### config.mk
export PLATFORM = sky130hd
export DESIGN_NAME = fp_normalize_arbiter
export DESIGN_NICKNAME = d
export VERILOG_FILES = /design/src/rtl/fp_normalize_arbiter.sv
export SDC_FILE = /design/constraint.sdc
export NUM_CORES = 1
export LEC_CHECK = 0
export BUFFER_PORTS_ARGS = -buffer_cell sky130_fd_sc_hd__buf_2
export CAP_MARGIN = 40
export CORE_AREA = 2 2 96 98
export CTS_CLUSTER_SIZE = 24
export DETAILED_ROUTE_END_ITERATION = 12
export DIE_AREA = 0 0 98 100
export PLACE_DENSITY = 0.81
export REMOVE_ABC_BUFFERS = 1
export SLEW_MARGIN = 15
export SYNTH_ARGS = -nofsm -noshare
export SYNTH_HDL_FRONTEND = slang
export SYNTH_SLANG_ARGS = --single-unit
### constraint.sdc
create_clock -name clk -period 3.9 [get_ports clk]
set_input_delay 0.39 -clock clk [delete_from_list [all_inputs] [get_ports clk]]
set_output_delay 0.39 -clock clk [all_outputs]
set_load 0.01 [all_outputs]
### src/rtl/fp_normalize_arbiter.sv
// Round-robin front end that time-shares one fixed-latency, ce-gated normalizer among NREQ
// requesters, carrying a requester tag through the pipe so each result returns to its issuer.
module fp_normalize_arbiter #(
  parameter  int NREQ = 4,
  parameter  int IW   = 32,
  parameter  int OW   = 27,
  parameter  int LAT  = 8,
  localparam int IDW  = (NREQ > 1) ? $clog2(NREQ) : 1,
  localparam int CW   = $clog2(LAT + 1)
) (
  input  logic                 clk,
  input  logic                 rst_n,
  input  logic [NREQ-1:0]      req_valid,
  output logic [NREQ-1:0]      req_ready,
  input  logic [NREQ*IW-1:0]   req_data,
  input  logic [NREQ-1:0]      req_under,
  output logic                 norm_ce,
  output logic [IW-1:0]        norm_i,
  output logic                 norm_under_i,
  input  logic [OW-1:0]        norm_o,
  input  logic                 norm_under_o,
  input  logic                 norm_inex_o,
  output logic                 res_valid,
  output logic [IDW-1:0]       res_id,
  output logic [OW-1:0]        res_o,
  output logic                 res_under,
  output logic                 res_inexact,
  input  logic [NREQ-1:0]      res_ready,
  output logic                 busy,
  output logic [CW-1:0]        inflight
);

  logic [IDW-1:0]          rr_ptr;
  logic [IDW-1:0]          gnt_id;
  logic                    any_req;
  logic                    issue;
  logic                    stall;
  logic                    xfer;
  logic [IW-1:0]           sel_data;
  logic                    sel_under;
  logic [IW-1:0]           hold_data;
  logic                    hold_under;
  logic [LAT-1:0]          vld_p;
  logic [LAT-1:0][IDW-1:0] id_p;

  // Rotating priority search starting at rr_ptr; the first requester found wins.
  always_comb begin
    int          idx;
    logic [IDW-1:0] cand;
    any_req = 1'b0;
    gnt_id  = rr_ptr;
    idx     = 0;
    cand    = '0;
    for (int i = 0; i < NREQ; i++) begin
      idx = int'(rr_ptr) + i;
      if (idx >= NREQ) idx = idx - NREQ;
      cand = IDW'(idx);
      if (!any_req && req_valid[cand]) begin
        any_req = 1'b1;
        gnt_id  = cand;
      end
    end
  end

  always_comb begin
    sel_data  = '0;
    sel_under = 1'b0;
    for (int k = 0; k < NREQ; k++) begin
      if (gnt_id == IDW'(k)) begin
        sel_data  = req_data[k*IW +: IW];
        sel_under = req_under[k];
      end
    end
  end

  assign res_valid   = vld_p[LAT-1];
  assign res_id      = id_p[LAT-1];
  assign res_o       = norm_o;
  assign res_under   = norm_under_o;
  assign res_inexact = norm_inex_o;

  assign stall   = res_valid & ~res_ready[res_id];
  assign xfer    = res_valid &  res_ready[res_id];
  assign norm_ce = ~stall;
  // No grants while reset is asserted, even though the pipe keeps flushing.
  assign issue   = rst_n & any_req & norm_ce;

  always_comb begin
    req_ready = '0;
    if (issue) req_ready[gnt_id] = 1'b1;
  end

  // Idle cycles replay the last operand so the normalizer inputs do not toggle.
  assign norm_i       = issue ? sel_data  : hold_data;
  assign norm_under_i = issue ? sel_under : hold_under;

  always_ff @(posedge clk) begin
    if (issue) begin
      hold_data  <= sel_data;
      hold_under <= sel_under;
    end
  end

  // Tag pipe stage boundary: advances in lockstep with the normalizer registers.
  always_ff @(posedge clk or negedge rst_n) begin
    if (!rst_n) begin
      vld_p <= '0;
    end else if (norm_ce) begin
      vld_p <= {vld_p[LAT-2:0], issue};
    end
  end

  always_ff @(posedge clk) begin
    if (norm_ce) id_p <= {id_p[LAT-2:0], gnt_id};
  end

  always_ff @(posedge clk or negedge rst_n) begin
    if (!rst_n) begin
      rr_ptr <= '0;
    end else if (issue) begin
      rr_ptr <= (gnt_id == IDW'(NREQ - 1)) ? '0 : gnt_id + 1'b1;
    end
  end

  // Occupancy follows issues and transfers, not ce, so a same-cycle pair cancels.
  always_ff @(posedge clk or negedge rst_n) begin
    if (!rst_n) begin
      inflight <= '0;
    end else begin
      case ({issue, xfer})
        2'b10:   inflight <= inflight + CW'(1);
        2'b01:   inflight <= inflight - CW'(1);
        default: inflight <= inflight;
      endcase
    end
  end

  assign busy = |inflight;

endmodule
## Yosys cells after proc, flatten, opt, wreduce, memory -nomap -nowiden

Index checks and enable logic that the tools add are counted.

| word-level totals | value |
|---|---|
| bits in registers | 63 |
| input bits | 171 |
| output and inout bits | 75 |
| logic and storage cells | 92 |

| operators by class | value |
|---|---|
| $add $sub $neg | 10 |
| $lt $le $gt $ge | 11 |
| equal/unequal tests | 5 |
| mux-type cells | 37 |
| bitwise logic cells | 6 |
| reductions and logical operators | 10 |

Operators by type and width:

| operator | count |
|---|---|
| 32-bit two-way mux | 5 |
| 2-bit by 3-bit < comparator with 1-bit output (second input constant) | 6 |
| 2-bit two-way mux | 9 |
| 1-bit two-way mux | 15 |
| 1-bit binary-select mux with 2-bit select | 5 |
| 3-bit greater-or-equal comparator (second input constant) | 3 |
| 4-bit case mux with 2 select lines | 1 |
| 2-bit by 1-bit subtractor with 2-bit output (second input constant) | 4 |
| 2-bit by 2-bit adder with 3-bit output (second input constant) | 2 |
| 2-bit equality test (second input constant) | 3 |
| 4-bit by 1-bit adder with 4-bit output (second input constant) | 1 |
| 1-bit bitwise AND | 4 |
| 2-bit by 1-bit equality test with 1-bit output (second input constant) | 2 |
| 1-bit logical AND | 4 |
| 4-bit two-way mux | 1 |
| 4-bit OR reduction | 1 |
| 4-bit by 1-bit subtractor with 4-bit output (second input constant) | 1 |
| 2-bit by 1-bit adder with 3-bit output (second input constant) | 1 |
| 2-bit by 3-bit greater-or-equal comparator with 1-bit output (second input constant) | 1 |
| 1-bit logical NOT | 3 |
| 2-bit by 1-bit adder with 2-bit output (second input constant) | 1 |
| 1-bit demux with 2-bit select | 1 |
| 2-bit by 1-bit greater-or-equal comparator with 1-bit output (second input constant) | 1 |
| 2-bit logical NOT | 1 |
| 2 further kinds | 3 |

## Longest topological paths before layout

| depth | value |
|---|---|
| word-level depth | 20 |
| mapped depth | 11 |
| mapped depth without buffers | 9 |

## Worst setup path before layout

Ideal clock, no wire load.

| timing | value |
|---|---|
| path kind | register to output |
| start point | reg rr_ptr[1] |
| end point | out norm_i[22] |
| arrival | 2.240 ns |
| data required time | 3.510 ns |
| path slack | 1.270 ns |
| stages on the path, launching flop included | 12 |
| buffers on the path | 2 |
| cell sequence | dfrtp_1 nor2b_1 a21oi_1 o221ai_1 inv_1 ha_1 clkbuf_1 clkinv_1 clkbuf_1 o21a_1 a22oi_1 o21ai_0 |

| on the way | value |
|---|---|
| longest elaborated chain between the ends | 20 |
| elaborated cells between the ends (all ways) | 48 |
| those cells by class | 7 x add/sub; 4 x order compare; 3 x eq/ne; 25 x mux; 2 x bitwise; 7 x reduce/logical |

Ends and longest elaborated chain:

| item | RTL line | source |
|---|---|---|
| from (decl) | 33 | `logic [IDW-1:0] rr_ptr;` |
| from (signal assigned) | 121 | `rr_ptr <= (gnt_id == IDW'(NREQ - 1)) ? '0 : gnt_id + 1'b1;` |
| parallel branches: the longest is 13 deep, another holds 2-bit by 1-bit adder with 3-bit output | -- |  |
| 2-bit two-way mux * | 58 | `if (!any_req && req_valid[cand]) begin` |
| net gnt_id[0] | 34 | `logic [IDW-1:0] gnt_id;` |
| 2-bit logical NOT | 69 | `if (gnt_id == IDW'(k)) begin` |
| 32-bit two-way mux (3 in series) | 69 |  |
| 32-bit two-way mux * | 69 |  |
| 32-bit two-way mux * | -- |  |
| to (decl) | 18 | `output logic [IW-1:0] norm_i,` |

Mark *: on every way through the listed nets, which the timed path passes. The select of a mux whose other input is x is not followed.

## Final worst setup path

Same ends and word-level chain as after synthesis.

==> reports/metrics.cfg <==
[final_layout]
drive_above_1_share = 0.398
final_cells = 684
layout_common_cells = buf_2 (187), nand2_1 (69), o21ai_0 (68), a21oi_1 (36), o21a_1 (35)
n_fill_cell = 832
layout.nets = 746
final_common_cell = buf_2
diodes = 0
area_growth_pct = 28.4

[placed_design]
hpwlAfterDp_um = 8660
place_inst = 667
port_buffers = 187
gp_congestion = 0.845

[worst_setup_path]
slowest_delay_ps = 450
start_kind = register
cp_common_cell = o21ai_0
slowest_stage = dfrtp_1
crit_type = reg -> out
cp.required_ps = 3510
endpoint_kind = output port
worst_ep_arrival_time_ps = 3140
worstPathCellList = nor2b_1, o21ai_0, o21a_1, o21ai_0, ha_1, buf_4, clkinv_1, buf_4, o21a_1, a22oi_1, o21ai_0, buf_2
critPathMaxFanout = 20

[global_routing]
grt_pass1_wl_um = 18200
overflow = 0
first_global_vias = 3784
grt.total_usage = 0.236
antenna_found_initial = 0
grt_max_degree = 48

[yosys]
synthCells = 422
synth.ff_latch_count = 63
synth.distinct_cells = 35
yosysTopAreaCell = dfxtp_1
yosys_warnings = 0
syn_area_mm2 = 0.00362
yosysSeqAreaShare = 0.412
synth_area_per_cell_um2 = 8.58
netlist_top_cells_area = dfxtp_1 (18%), edfxtp_1 (13%), dfrtp_1 (9.7%)
synth_top_area_frac = 0.182

[floorplan]
start_util = 0.407
ios = 246
row_count = 35
die_height_um = 100
core_area_mm2 = 0.00889
die-area_mm2 = 0.00980
die_w_um = 98

[route]
drcViolationCount = 0
avgViaCountPerCell = 5.42
postRouteAntennaNets = 0
drtIter0Drc = 158
wirelength_um = 11600
vias = 3710
dr.pass1.iters = 4
routedWlPerCell_um = 16.9

[clocking]
cts_root_buffer = clkbuf_8
cts.repair.resized = 0
cts_htree_levels = 3
clk_pin_slew_worst_paths_ps = 70
worst_skew_pair.late_latency_ps = 340
cts_buffers = 9
cts.sinks = 63
clock_path_buffers = 2
cts_tree = yes

[power]
p_leak_uw = 0.00214
ir_drop_v = 0.000394
power_density_mw_per_mm2 = 851

[sta]
fin_crit_ps = 3530
post-route-period-util = 0.904
slew_headroom = 0.606
skew_ps = 10.2
rsz0062_at_grt = no
drv_slew = 0
setup_violations = 0
hold_viol_final = 0
tns_ps = 0
fmax_mhz = 284
tightest_slew_ps = 590

[job]
max_cap_viol_count = 0

[hold_path]
min_path_type = in -> reg

[status]
status = completed

-- power breakdown --
group          switching (uW)  internal (uW)  total (uW)  leakage (uW)
clock                     290            368         658      0.000111
combinational            1230            888        2120       0.00143
sequential                133           1050        1180      0.000603
total                    1650           2310        3960       0.00214
-- critical path: cells and delay by family (launching register included) --
| family | cells | cell delay (ps) |
|---|---|---|
| compound gates | 6 | 1070 |
| flops | 1 | 450 |
| fa+ha+maj | 1 | 260 |
| simple gates | 1 | 180 |
| buf+inv | 4 | 810 |
-- state kept, by name (all words and copies together) (netlist names) --
signal      cells
vld_p           8
hold_under      1
rr_ptr          2
inflight        4
hold_data      32
res_id          2
id_p           14
-- timing repair --
item	in CTS	in global routing
hold buffers	1	0
hold endpoints to repair	14	0
buffers inserted	0	0
-- cell usage after synthesis --
| master | count |
|---|---|
| nand2_1 | 69 |
| o21ai_0 | 68 |
| a21oi_1 | 36 |
| o21a_1 | 35 |
| buf_4 | 34 |
| a22oi_1 | 33 |
| dfxtp_1 | 33 |
| clkbuf_1 | 21 |
| edfxtp_1 | 16 |
| dfrtp_1 | 14 |
| mux2_2 | 9 |
| ha_1 | 7 |
| inv_1 | 7 |
| nor2_1 | 5 |
| buf_6 | 4 |
| xor2_1 | 4 |
| buf_1 | 3 |
| a211oi_1 | 2 |
| buf_2 | 2 |
| clkinv_1 | 2 |
| nor2b_1 | 2 |
| o21ai_1 | 2 |
| or4_1 | 2 |
| and2_1 | 1 |
| mux4_2 | 1 |
| nand2b_1 | 1 |
| nand4bb_1 | 1 |
| nor2_2 | 1 |
| nor3_1 | 1 |
| nor4bb_1 | 1 |
| o211ai_2 | 1 |
| o221ai_1 | 1 |
| o22ai_1 | 1 |
| or2_2 | 1 |
| xnor2_1 | 1 |
-- path summary, 6_finish.rpt --
check                                      start                       to  slack, ps  cells after the start
min                                 req_under[3]       hold_under$_DFF_P_        390                      3
max in group asynchronous                  rst_n  inflight[0]$_DFFE_PN0P_       3120                      2
min reg2reg                    id_p[4]$_DFFE_PN_        id_p[6]$_DFFE_PN_        430                      0
max reg2reg                rr_ptr[1]$_DFFE_PN0N_    hold_data[22]$_DFF_P_       1140                     11
max                        rr_ptr[1]$_DFFE_PN0N_               norm_i[22]        370                     12
min in group asynchronous                  rst_n     vld_p[5]$_DFFE_PN0N_        500                      2
-- cell families (layout without fill, tap and decap cells) --
logic type | count (synthesis) | count (layout) | synth area share
compound gates | 179 | 179 | 0.299
simple gates | 85 | 85 | 0.0985
buf+inv | 73 | 224 | 0.120
flops | 63 | 63 | 0.412
mux | 10 | 10 | 0.0342
fa+ha+maj | 7 | 7 | 0.0242
xor+xnor | 5 | 5 | 0.0121
-- layout make-up --
class | instances | area, um2 | area share
Inverter | 9 | 33.8 | 0.00726
Clock buffer | 9 | 124 | 0.0266
Tap cell | 111 | 139 | 0.0299
Multi-Input combinational cell | 286 | 1710 | 0.367
Sequential cell | 63 | 1490 | 0.321
Timing Repair Buffer | 199 | 1050 | 0.227
Clock inverter | 7 | 103 | 0.0221
-- metrics by stage --
step / total power (uW) / hold slack, ps / instance area (um2) / setup WS [ps] / utilization
finish: 3960 / 386 / 4650 / 375 / 0.523
global route: 4300 / 381 / 4650 / 69.6 / 0.523
CTS: 3980 / 365 / 4650 / 387 / 0.523
detailed placement: 3310 / 327 / 4410 / 700 / 0.497
global placement: 3210 / 317 / 4410 / 829 / 0.497
floorplan: 2520 / 94.4 / 3220 / 290 / -
-- metal layers --
layer / part of all wire / wire [um] / GRT usage / up-vias
li1: - / - / - / 1759
met2: 0.46 / 5290 / 0.375 / 205
met4: 0.015 / 174 / 0.0759 / 2
met3: 0.11 / 1310 / 0.119 / 18
met1: 0.41 / 4730 / 0.274 / 1726
met5: 0.0070 / 81 / 0.0615 / -
No activity file was read; power rests on OpenSTA's default activity.
